--- src/rtl/insn_loader.sv ---
// Byte-stream program loader: assembles 9-bit instructions from byte pairs and
// writes them to consecutive instruction-RAM addresses, tracking a checksum.
module insn_loader #(
    parameter int unsigned IW = 16
) (
    input  logic          CLK,
    input  logic          reset_n,
    input  logic          start,
    input  logic [IW-1:0] base_addr,
    input  logic [IW:0]   word_count,
    input  logic          in_valid,
    input  logic [7:0]    in_data,
    output logic          in_ready,
    output logic          mem_we,
    output logic [IW-1:0] mem_addr,
    output logic [8:0]    mem_wdata,
    output logic          busy,
    output logic          done,
    output logic          error,
    output logic [8:0]    checksum
);

    typedef enum logic [1:0] {
        S_IDLE,
        S_HI,
        S_LO,
        S_WRITE
    } state_t;

    state_t        state_q, state_d;
    logic [IW-1:0] addr_q, addr_d;
    logic [IW:0]   remaining_q, remaining_d;
    logic          insn_hi_q, insn_hi_d;
    logic [IW-1:0] mem_addr_q, mem_addr_d;
    logic [8:0]    mem_wdata_q, mem_wdata_d;
    logic          mem_we_q, mem_we_d;
    logic          in_ready_q, in_ready_d;
    logic          busy_q, busy_d;
    logic          done_q, done_d;
    logic          error_q, error_d;
    logic [8:0]    checksum_q, checksum_d;

    always_comb begin
        state_d     = state_q;
        addr_d      = addr_q;
        remaining_d = remaining_q;
        insn_hi_d   = insn_hi_q;
        mem_addr_d  = mem_addr_q;
        mem_wdata_d = mem_wdata_q;
        mem_we_d    = 1'b0;
        done_d      = 1'b0;
        error_d     = error_q;
        checksum_d  = checksum_q;

        case (state_q)
            S_IDLE: begin
                if (start) begin
                    addr_d      = base_addr;
                    remaining_d = word_count;
                    checksum_d  = '0;
                    error_d     = 1'b0;
                    if (word_count == '0) begin
                        done_d = 1'b1;
                    end else begin
                        state_d = S_HI;
                    end
                end
            end
            S_HI: begin
                if (in_valid && in_ready_q) begin
                    // Only bit 0 of the high byte carries data; anything else aborts the load.
                    if (in_data[7:1] != '0) begin
                        error_d = 1'b1;
                        state_d = S_IDLE;
                    end else begin
                        insn_hi_d = in_data[0];
                        state_d   = S_LO;
                    end
                end
            end
            S_LO: begin
                if (in_valid && in_ready_q) begin
                    mem_addr_d  = addr_q;
                    mem_wdata_d = {insn_hi_q, in_data};
                    mem_we_d    = 1'b1;
                    state_d     = S_WRITE;
                end
            end
            S_WRITE: begin
                checksum_d  = checksum_q + mem_wdata_q;
                addr_d      = addr_q + IW'(1);
                remaining_d = remaining_q - (IW+1)'(1);
                if (remaining_q == (IW+1)'(1)) begin
                    done_d  = 1'b1;
                    state_d = S_IDLE;
                end else begin
                    state_d = S_HI;
                end
            end
            default: state_d = S_IDLE;
        endcase

        // Handshake/status outputs are registered from the next state.
        busy_d     = (state_d != S_IDLE);
        in_ready_d = (state_d == S_HI) || (state_d == S_LO);
    end

    always_ff @(posedge CLK or negedge reset_n) begin
        if (!reset_n) begin
            state_q     <= S_IDLE;
            addr_q      <= '0;
            remaining_q <= '0;
            insn_hi_q   <= 1'b0;
            mem_addr_q  <= '0;
            mem_wdata_q <= '0;
            mem_we_q    <= 1'b0;
            in_ready_q  <= 1'b0;
            busy_q      <= 1'b0;
            done_q      <= 1'b0;
            error_q     <= 1'b0;
            checksum_q  <= '0;
        end else begin
            state_q     <= state_d;
            addr_q      <= addr_d;
            remaining_q <= remaining_d;
            insn_hi_q   <= insn_hi_d;
            mem_addr_q  <= mem_addr_d;
            mem_wdata_q <= mem_wdata_d;
            mem_we_q    <= mem_we_d;
            in_ready_q  <= in_ready_d;
            busy_q      <= busy_d;
            done_q      <= done_d;
            error_q     <= error_d;
            checksum_q  <= checksum_d;
        end
    end

    assign in_ready  = in_ready_q;
    assign mem_we    = mem_we_q;
    assign mem_addr  = mem_addr_q;
    assign mem_wdata = mem_wdata_q;
    assign busy      = busy_q;
    assign done      = done_q;
    assign error     = error_q;
    assign checksum  = checksum_q;

endmodule

--- config.mk ---
export PLATFORM = sky130hd
export DESIGN_NAME = insn_loader
export DESIGN_NICKNAME = d
export VERILOG_FILES = /design/src/rtl/insn_loader.sv
export SDC_FILE = /design/constraint.sdc
export NUM_CORES = 1
export LEC_CHECK = 0
export BUFFER_PORTS_ARGS = -buffer_cell sky130_fd_sc_hd__buf_2
export CAP_MARGIN = 40
export CORE_MARGIN = 5
export CORE_UTILIZATION = 45
export DETAILED_ROUTE_END_ITERATION = 10
export PLACE_DENSITY = 0.82
export RECOVER_POWER = 100
export SLEW_MARGIN = 20
export SYNTH_ARGS = -nofsm -noshare
export SYNTH_HDL_FRONTEND = slang
export SYNTH_SLANG_ARGS = --single-unit
--- constraint.sdc ---
create_clock -name CLK -period 2.4 [get_ports CLK]
set_clock_uncertainty 0.2 [all_clocks]
set_input_delay 0.48 -clock CLK [delete_from_list [all_inputs] [get_ports CLK]]
set_output_delay 0.48 -clock CLK [all_outputs]
set_load 0.05 [all_outputs]
Word level (Yosys, flattened, before mapping) --
Index checks and enable logic that the tools add are counted.
Word-level totals: register bits 75, output and inout port bits 39, word-level logic and storage cells 60
Cells by class: add/sub/neg operators 3, eq/ne operators 9, mux-type cells 23, bitwise logic cells 1, reductions and logical operators 12
Operator list (count):
- $pmux 17 s2 | 1
- $pmux 16 s2 | 1
- $pmux 9 s2 | 1
- $eq 17x1->1 const B | 1
- $logic_not 17->1 | 1
- $mux 17 | 1
- $sub 17x1->17 const B | 1
- $add 16x1->16 const B | 1
- $mux 16 | 1
- $mux 2 | 5
- $add 9x9->9 | 1
- $mux 1 | 9
- $mux 9 | 1
- $pmux 2 s4 | 1
- $reduce_bool 7->1 | 1
- $eq 2x2->1 const B | 3
- $ne 2x2->1 const B | 3
- $reduce_bool 2->1 | 3
- $eq 2x1->1 const B | 2
- $pmux 1 s2 | 2
- $reduce_and 2->1 | 2
- $reduce_and 4->1 | 1
- $reduce_and 3->1 | 1
- $logic_not 2->1 | 1
- other kinds (3) | 3

Longest topological paths before layout --
Gate-level depths: netlist of the first run.
depth in word-level cells 6, depth in mapped cells 10, gate-level depth less buffers 8

Worst setup path before layout of the first run --
OpenSTA, ideal clock, no wires.
path kind reg-to-reg, from register remaining_q[12], to register in_ready_q, in the netlist in_ready, setup time 0.126 ns, data arrival time 2.074 ns, data required time 2.074 ns, path slack 0.001 ns, cell stages (with the launch flop) 7, cell sequence dfrtp_1 or4_4 or4_4 nor3_1 o22ai_1 o21ai_0 ha_1
On the way: word-level cells in the longest chain between the ends 5, elaborated cells on any way between the ends 6
Ends and longest elaborated chain:
- start: declaration | line 32 | logic [IW:0] remaining_q, remaining_d;
- start signal: assignment | line 125 | remaining_q <= remaining_d;
- $eq 17x1->1 (*) | line 93 | if (remaining_q == (IW+1)'(1)) begin
- $mux 1 (*) | line 93
- $pmux 2 s4 (*) | line 55 | case (state_q)
- $eq 2x1->1 / $eq 2x2->1 (equally long branches) | line 105 | in_ready_d = (state_d == S_HI) || (state_d == S_LO);
- $logic_or 1x1->1 (*) | line 105
- via in_ready_d | line 37 | logic in_ready_q, in_ready_d;
- end signal: assignment | line 130 | in_ready_q <= in_ready_d;
- end: declaration | line 37
The timed path passes the listed nets; every way through them passes the cells marked *. A chain may end at the register's enable or synchronous reset.

Final worst setup path of the first run --
from register remaining_q[12], to register remaining_q[16]
On the way: word-level cells in the longest chain between the ends 2
Ends and longest elaborated chain:
- $sub 17x1->17 | line 92 | remaining_d = remaining_q - (IW+1)'(1);
- $pmux 17 s2 | line 55
Every way passes these cells.

==> flow_summary.ini, run 1 <==
[outcome]
outcome = finished with violations
failed_checks = setup timing

[cts]
numCtsBuffers = 9
h-tree-depth = 3
cts.sinks = 75
clkLatencyLatePin_ns = 0.35
cts_setup_buffers = 0
clk_pin_slew_ns = 0.08
tritoncts = yes
cts_buffer_depth = 2
cts-root-buf = clkbuf_8

[global_route]
grt_max_degree = 43
grt-busiest-layer = met2
gr-usage-met3 = 0.0489
overflow = 0
grt_pass1_vias = 3758
antenna_found_initial = 0
met1_usage = 0.254
use_met2 = 0.311
grtUsageTotal = 0.192
grt_pass1_wl_um = 17700

[min_path]
hold_path.class = input port to register

[die]
fp.coreArea_um2 = 8810
die_area_um2 = 11100
start_util = 0.464
boundaryPins = 84
die_w_um = 105
num_rows = 34
die_h_um = 105

[placed_design]
place_area_um2 = 4790
io_buffers = 83
post-place-ws_ns = -0.135
hpwl_um = 7890
gp_congestion = 0.887

[critical_path]
critPathMaxStageDelay_ns = 0.55
cp-start-kind = register
required_ns = 2.47
crit_path_max_fanout = 3
crit_path_cell_trace = or4_4 -> or4_4 -> or3_4 -> a21oi_2 -> a2bb2oi_2
cpMostUsedCell = or4_4
path_class = register to register
slowest_stage = or4_4
endpoint_kind = register
arrival_ns = 2.48

[routing]
vias_per_cell = 5.84
postRouteAntennaNets = 0
first_iter_violations = 144
routed-via-count = 3748
wl_per_cell_um = 16.7
route.detailed.drc = 0
drt-total-wl_um = 10700
dr.pass1.iters = 5

[timing]
max_clock_freq_ghz = 0.416
relSlewSlack = 0.430
finalSetupTns_ns = -0.00511
tightest_slew_ns = 0.855
rsz0062_at_grt = true
period_needed_ns = 2.41
layout_setup_ws_ns = -0.00511
drv_slew = 0
finalCritPeriodShare = 1.00
finalHoldViolations = 0
setup_viol = 1

[yosys]
syn_inst = 427
synth_top_cell_by_area = dfrtp_1
netlist-cell-type-count = 51
syn-cell-area_um2 = 4090
synth_top_area_frac = 0.459
synth_ff_type = dfrtp_1
syn-num-nets = 489
synthArstFlopShare = 1.00
synth.avg_cell_area_um2 = 9.57
ys_seq_area_frac = 0.459
synth-seq-cells = 75
yosysWarnings = 0
synth_edf_count = 0
synth.area.top_cells = dfrtp_1, mux2_2, ha_1

[pwr]
irDropWorstVdd_uv = 926
report.power.total_w = 0.00759
leakagePower_nw = 2.17
power.density_nw_per_um2 = 1520

[run]
max-cap-violations = 0

[final_layout]
fin_util = 0.566
final_common_cell = dfrtp_1
area_growth_pct = 22.0
stdcell_area_um2 = 4980
final_cell_mix = dfrtp_1, nand2_1, clkbuf_1
n_antenna_cell = 0
fin_nets = 591
drive_gt1_frac = 0.251
fillers = 773
## critical path, delay by kind of cell, from the launching register on
kind / cells / cell delay, ns
AND/OR/NAND/NOR: 3 / 1.43
flip-flops: 1 / 0.40
AO/OA/AOI/OAI: 2 / 0.30
## state kept, by name, summed over array words and instances (netlist names)
signal       cells
addr_q          16
mem_wdata        9
insn_hi_q        1
in_ready         1
mem_addr        16
mem_we           1
checksum         9
error            1
state_q          2
remaining_q     17
busy             1
done             1
## cell type report
type                            instances  area [µm²]  share of cell area
Timing Repair Buffer                  112         571               0.114
Multi-Input combinational cell        317        2150               0.432
Clock buffer                           11         131              0.0264
Sequential cell                        75        1880               0.377
Inverter                               14        52.6              0.0105
Tap cell                              108         135              0.0271
Clock inverter                          5        62.6              0.0126
## path summary, 6_finish.rpt
check	slack [ns]	cells after the start	end	startpoint
max	-0.005	5	remaining_q[16]	remaining_q[12]
min	0.18	2	mem_wdata[5]	in_data[5]
max reg2reg	-0.005	5	remaining_q[16]	remaining_q[12]
min reg2reg	0.31	1	mem_addr[12]	mem_addr[12]
max in group asynchronous	0.37	3	remaining_q[10]	reset_n
min in group asynchronous	0.57	2	mem_addr[2]	reset_n
## stage by stage
| stage | cells | hold WS [ns] |
|---|---|---|
| 2_1_floorplan | 427 | -0.0156 |
| 3_3_place_gp | 625 | 0.256 |
| 3_5_place_dp | 625 | 0.263 |
| 4_1_cts | 642 | 0.164 |
| 5_1_grt | 642 | 0.177 |
| 6_report | 642 | 0.178 |
## cells in the mapped netlist, drive strengths merged, types with 8 or more instances
library cell / number
ha: 16
nand3: 16
nand2: 45
nor2: 26
nor3: 12
o21ai: 28
mux2: 26
clkbuf: 16
o22ai: 20
mux2i: 8
a21oi: 39
inv: 13
dfrtp: 75
## cells by family after synthesis
logic type,count (synthesis),share of synthesized area
simple gates,142,0.175
buf+inv,35,0.0325
flops,75,0.459
fa+ha+maj,17,0.0539
mux,34,0.0913
xor+xnor,3,0.00643
compound gates,121,0.181
## power breakdown
part	switching (W)	leakage, nW	internal, W
clock network	0.000489	0.0901	0.000487
logic	0.00281	1.17	0.00143
registers	0.000518	0.909	0.00186
total	0.00381	2.17	0.00377
## per-layer routing
metal  vias up  part of all wire
li1       1788                 -
met1      1808              0.43
met2       137              0.49
met3        15             0.073
met4         0             0.013
met5         -                 0
## repair_timing
item                                    4_1_cts  5_1_grt
hold buffers                                  1        0
endpoints found under the hold margin        30        0
pin swaps                                     0        1
gates resized for setup                       4       11
endpoints found under the setup margin        2       13
Power figures use the tool's default switching activity.
==> run 2, diff against run 1 <==
--- a/config.mk
+++ b/config.mk
@@ -10,7 +10,7 @@
 export CORE_MARGIN = 5
 export CORE_UTILIZATION = 45
 export DETAILED_ROUTE_END_ITERATION = 10
-export PLACE_DENSITY = 0.82
+export PLACE_DENSITY = 0.74
 export RECOVER_POWER = 100
 export SLEW_MARGIN = 20
 export SYNTH_ARGS = -nofsm -noshare
==> run 2 against run 1 <==
  * Non-clock buffer count is 1 lower
  * Clock power is 1% lower
  * Routed wire length is 1.4% lower
  * The flow now finishes without violations
==> flow_summary.ini, run 2 (same netlist as run 1, synthesis figures left out) <==
[outcome]
outcome = complete, no violations

[cts]
tritoncts = yes
numCtsBuffers = 9
clk_pin_slew_ns = 0.08
cts_buffer_depth = 2
cts.sinks = 75
clkLatencyLatePin_ns = 0.35
h-tree-depth = 3
cts-root-buf = clkbuf_8

[routing]
routed-via-count = 3729
first_iter_violations = 115
dr.pass1.iters = 4
vias_per_cell = 5.82
postRouteAntennaNets = 0
wl_per_cell_um = 16.5
route.detailed.drc = 0
drt-total-wl_um = 10600

[die]
die_h_um = 105
die_w_um = 105
start_util = 0.464
boundaryPins = 84
die_area_um2 = 11100
num_rows = 34
fp.coreArea_um2 = 8810

[critical_path]
path_class = register to register
crit_path_max_fanout = 3
endpoint_kind = register
arrival_ns = 2.45
required_ns = 2.48
cp-start-kind = register

[final_layout]
final_common_cell = dfrtp_1
n_antenna_cell = 0
stdcell_area_um2 = 4990
final_cell_mix = dfrtp_1, nand2_1, clkbuf_1
largest_reg_flops = 17
fin_nets = 590
regMostFlops = remaining_q
drive_gt1_frac = 0.251
area_growth_pct = 22.2

[pwr]
leakagePower_nw = 2.17
power.density_nw_per_um2 = 1510
irDropWorstVdd_uv = 746
report.power.total_w = 0.00755

[timing]
layout_setup_ws_ns = 0.0366
rsz0062_at_grt = true
tightest_slew_ns = 0.793
drv_slew = 0
setup_viol = 0
period_needed_ns = 2.36
finalHoldViolations = 0
max_clock_freq_ghz = 0.423
relSlewSlack = 0.471
finalCritPeriodShare = 0.985

[global_route]
grt_pass1_wl_um = 17500
grtUsageTotal = 0.192
overflow = 0
grt_pass1_vias = 3645
antenna_found_initial = 0
grt_max_degree = 58

[run]
max-cap-violations = 0

[min_path]
hold_path.class = input port to register

[placed_design]
io_buffers = 83
gp_congestion = 0.885
place_area_um2 = 4790
hpwl_um = 7770
post-place-ws_ns = -0.167
[run 2: area by class of cell]
| type | instances | area (µm²) |
|---|---|---|
| fill | 802 | 3810 |
| sequential | 75 | 1880 |
| tap | 108 | 135 |
| inverter | 14 | 52.6 |
| clock buffer | 12 | 135 |
| clock inverter | 4 | 51.3 |
| timing repair buffer | 111 | 577 |
| multi-input combinational | 317 | 2160 |
[run 2: metal layers]
layer,share of wire,GRT usage,wire (µm),vias to the layer above
met5,0,0,0,-
met4,0.016,0.0600,165,0
met3,0.059,0.0452,628,16
met2,0.48,0.314,5110,93
met1,0.44,0.252,4660,1824
li1,-,-,-,1796
[run 2: path summary, 6_finish.rpt]
path	cells after the start	startpoint	slack, ns	end
setup / recovery	5	remaining_q[12]	0.04	remaining_q[16]
hold / removal	2	base_addr[11]	0.17	addr_q[11]
setup reg to reg	5	remaining_q[12]	0.04	remaining_q[16]
hold reg to reg	2	mem_addr[0]	0.30	mem_addr[0]
max in group asynchronous	3	reset_n	0.29	addr_q[9]
min in group asynchronous	2	reset_n	0.54	mem_wdata[7]
[run 2: repair_timing]
item / in CTS / in global routing
buffers inserted: 0 / 1
pin swaps: 1 / 0
setup endpoints to repair: 2 / 15
resized for setup: 4 / 14
hold endpoints to repair: 31 / 0
hold buffers: 1 / 0
[run 2: metrics by stage]
stage | std cells | TNS (ns) | utilization | hold WS (ns)
global route | 641 | -0.864 | 0.567 | 0.159
detailed placement | 623 | -0.270 | 0.544 | 0.259
CTS | 640 | 0 | 0.568 | 0.153
global placement | 623 | -0.118 | 0.544 | 0.258
floorplan | 427 | 0 | - | -0.0156
finish | 641 | 0 | 0.567 | 0.167
[run 2: worst max-delay path: stages (launching register included)]
cell and delay, ns:
dfrtp_1 0.38, or4_4 0.54, or4_4 0.47, or3_4 0.42, a21oi_2 0.15, a2bb2oi_2 0.13
[run 2: power by group]
part	internal, W	leakage, nW	switching [W]
registers	0.00186	0.909	0.000495
clock network	0.000482	0.0906	0.000481
logic	0.00144	1.17	0.00279
total	0.00378	2.17	0.00377
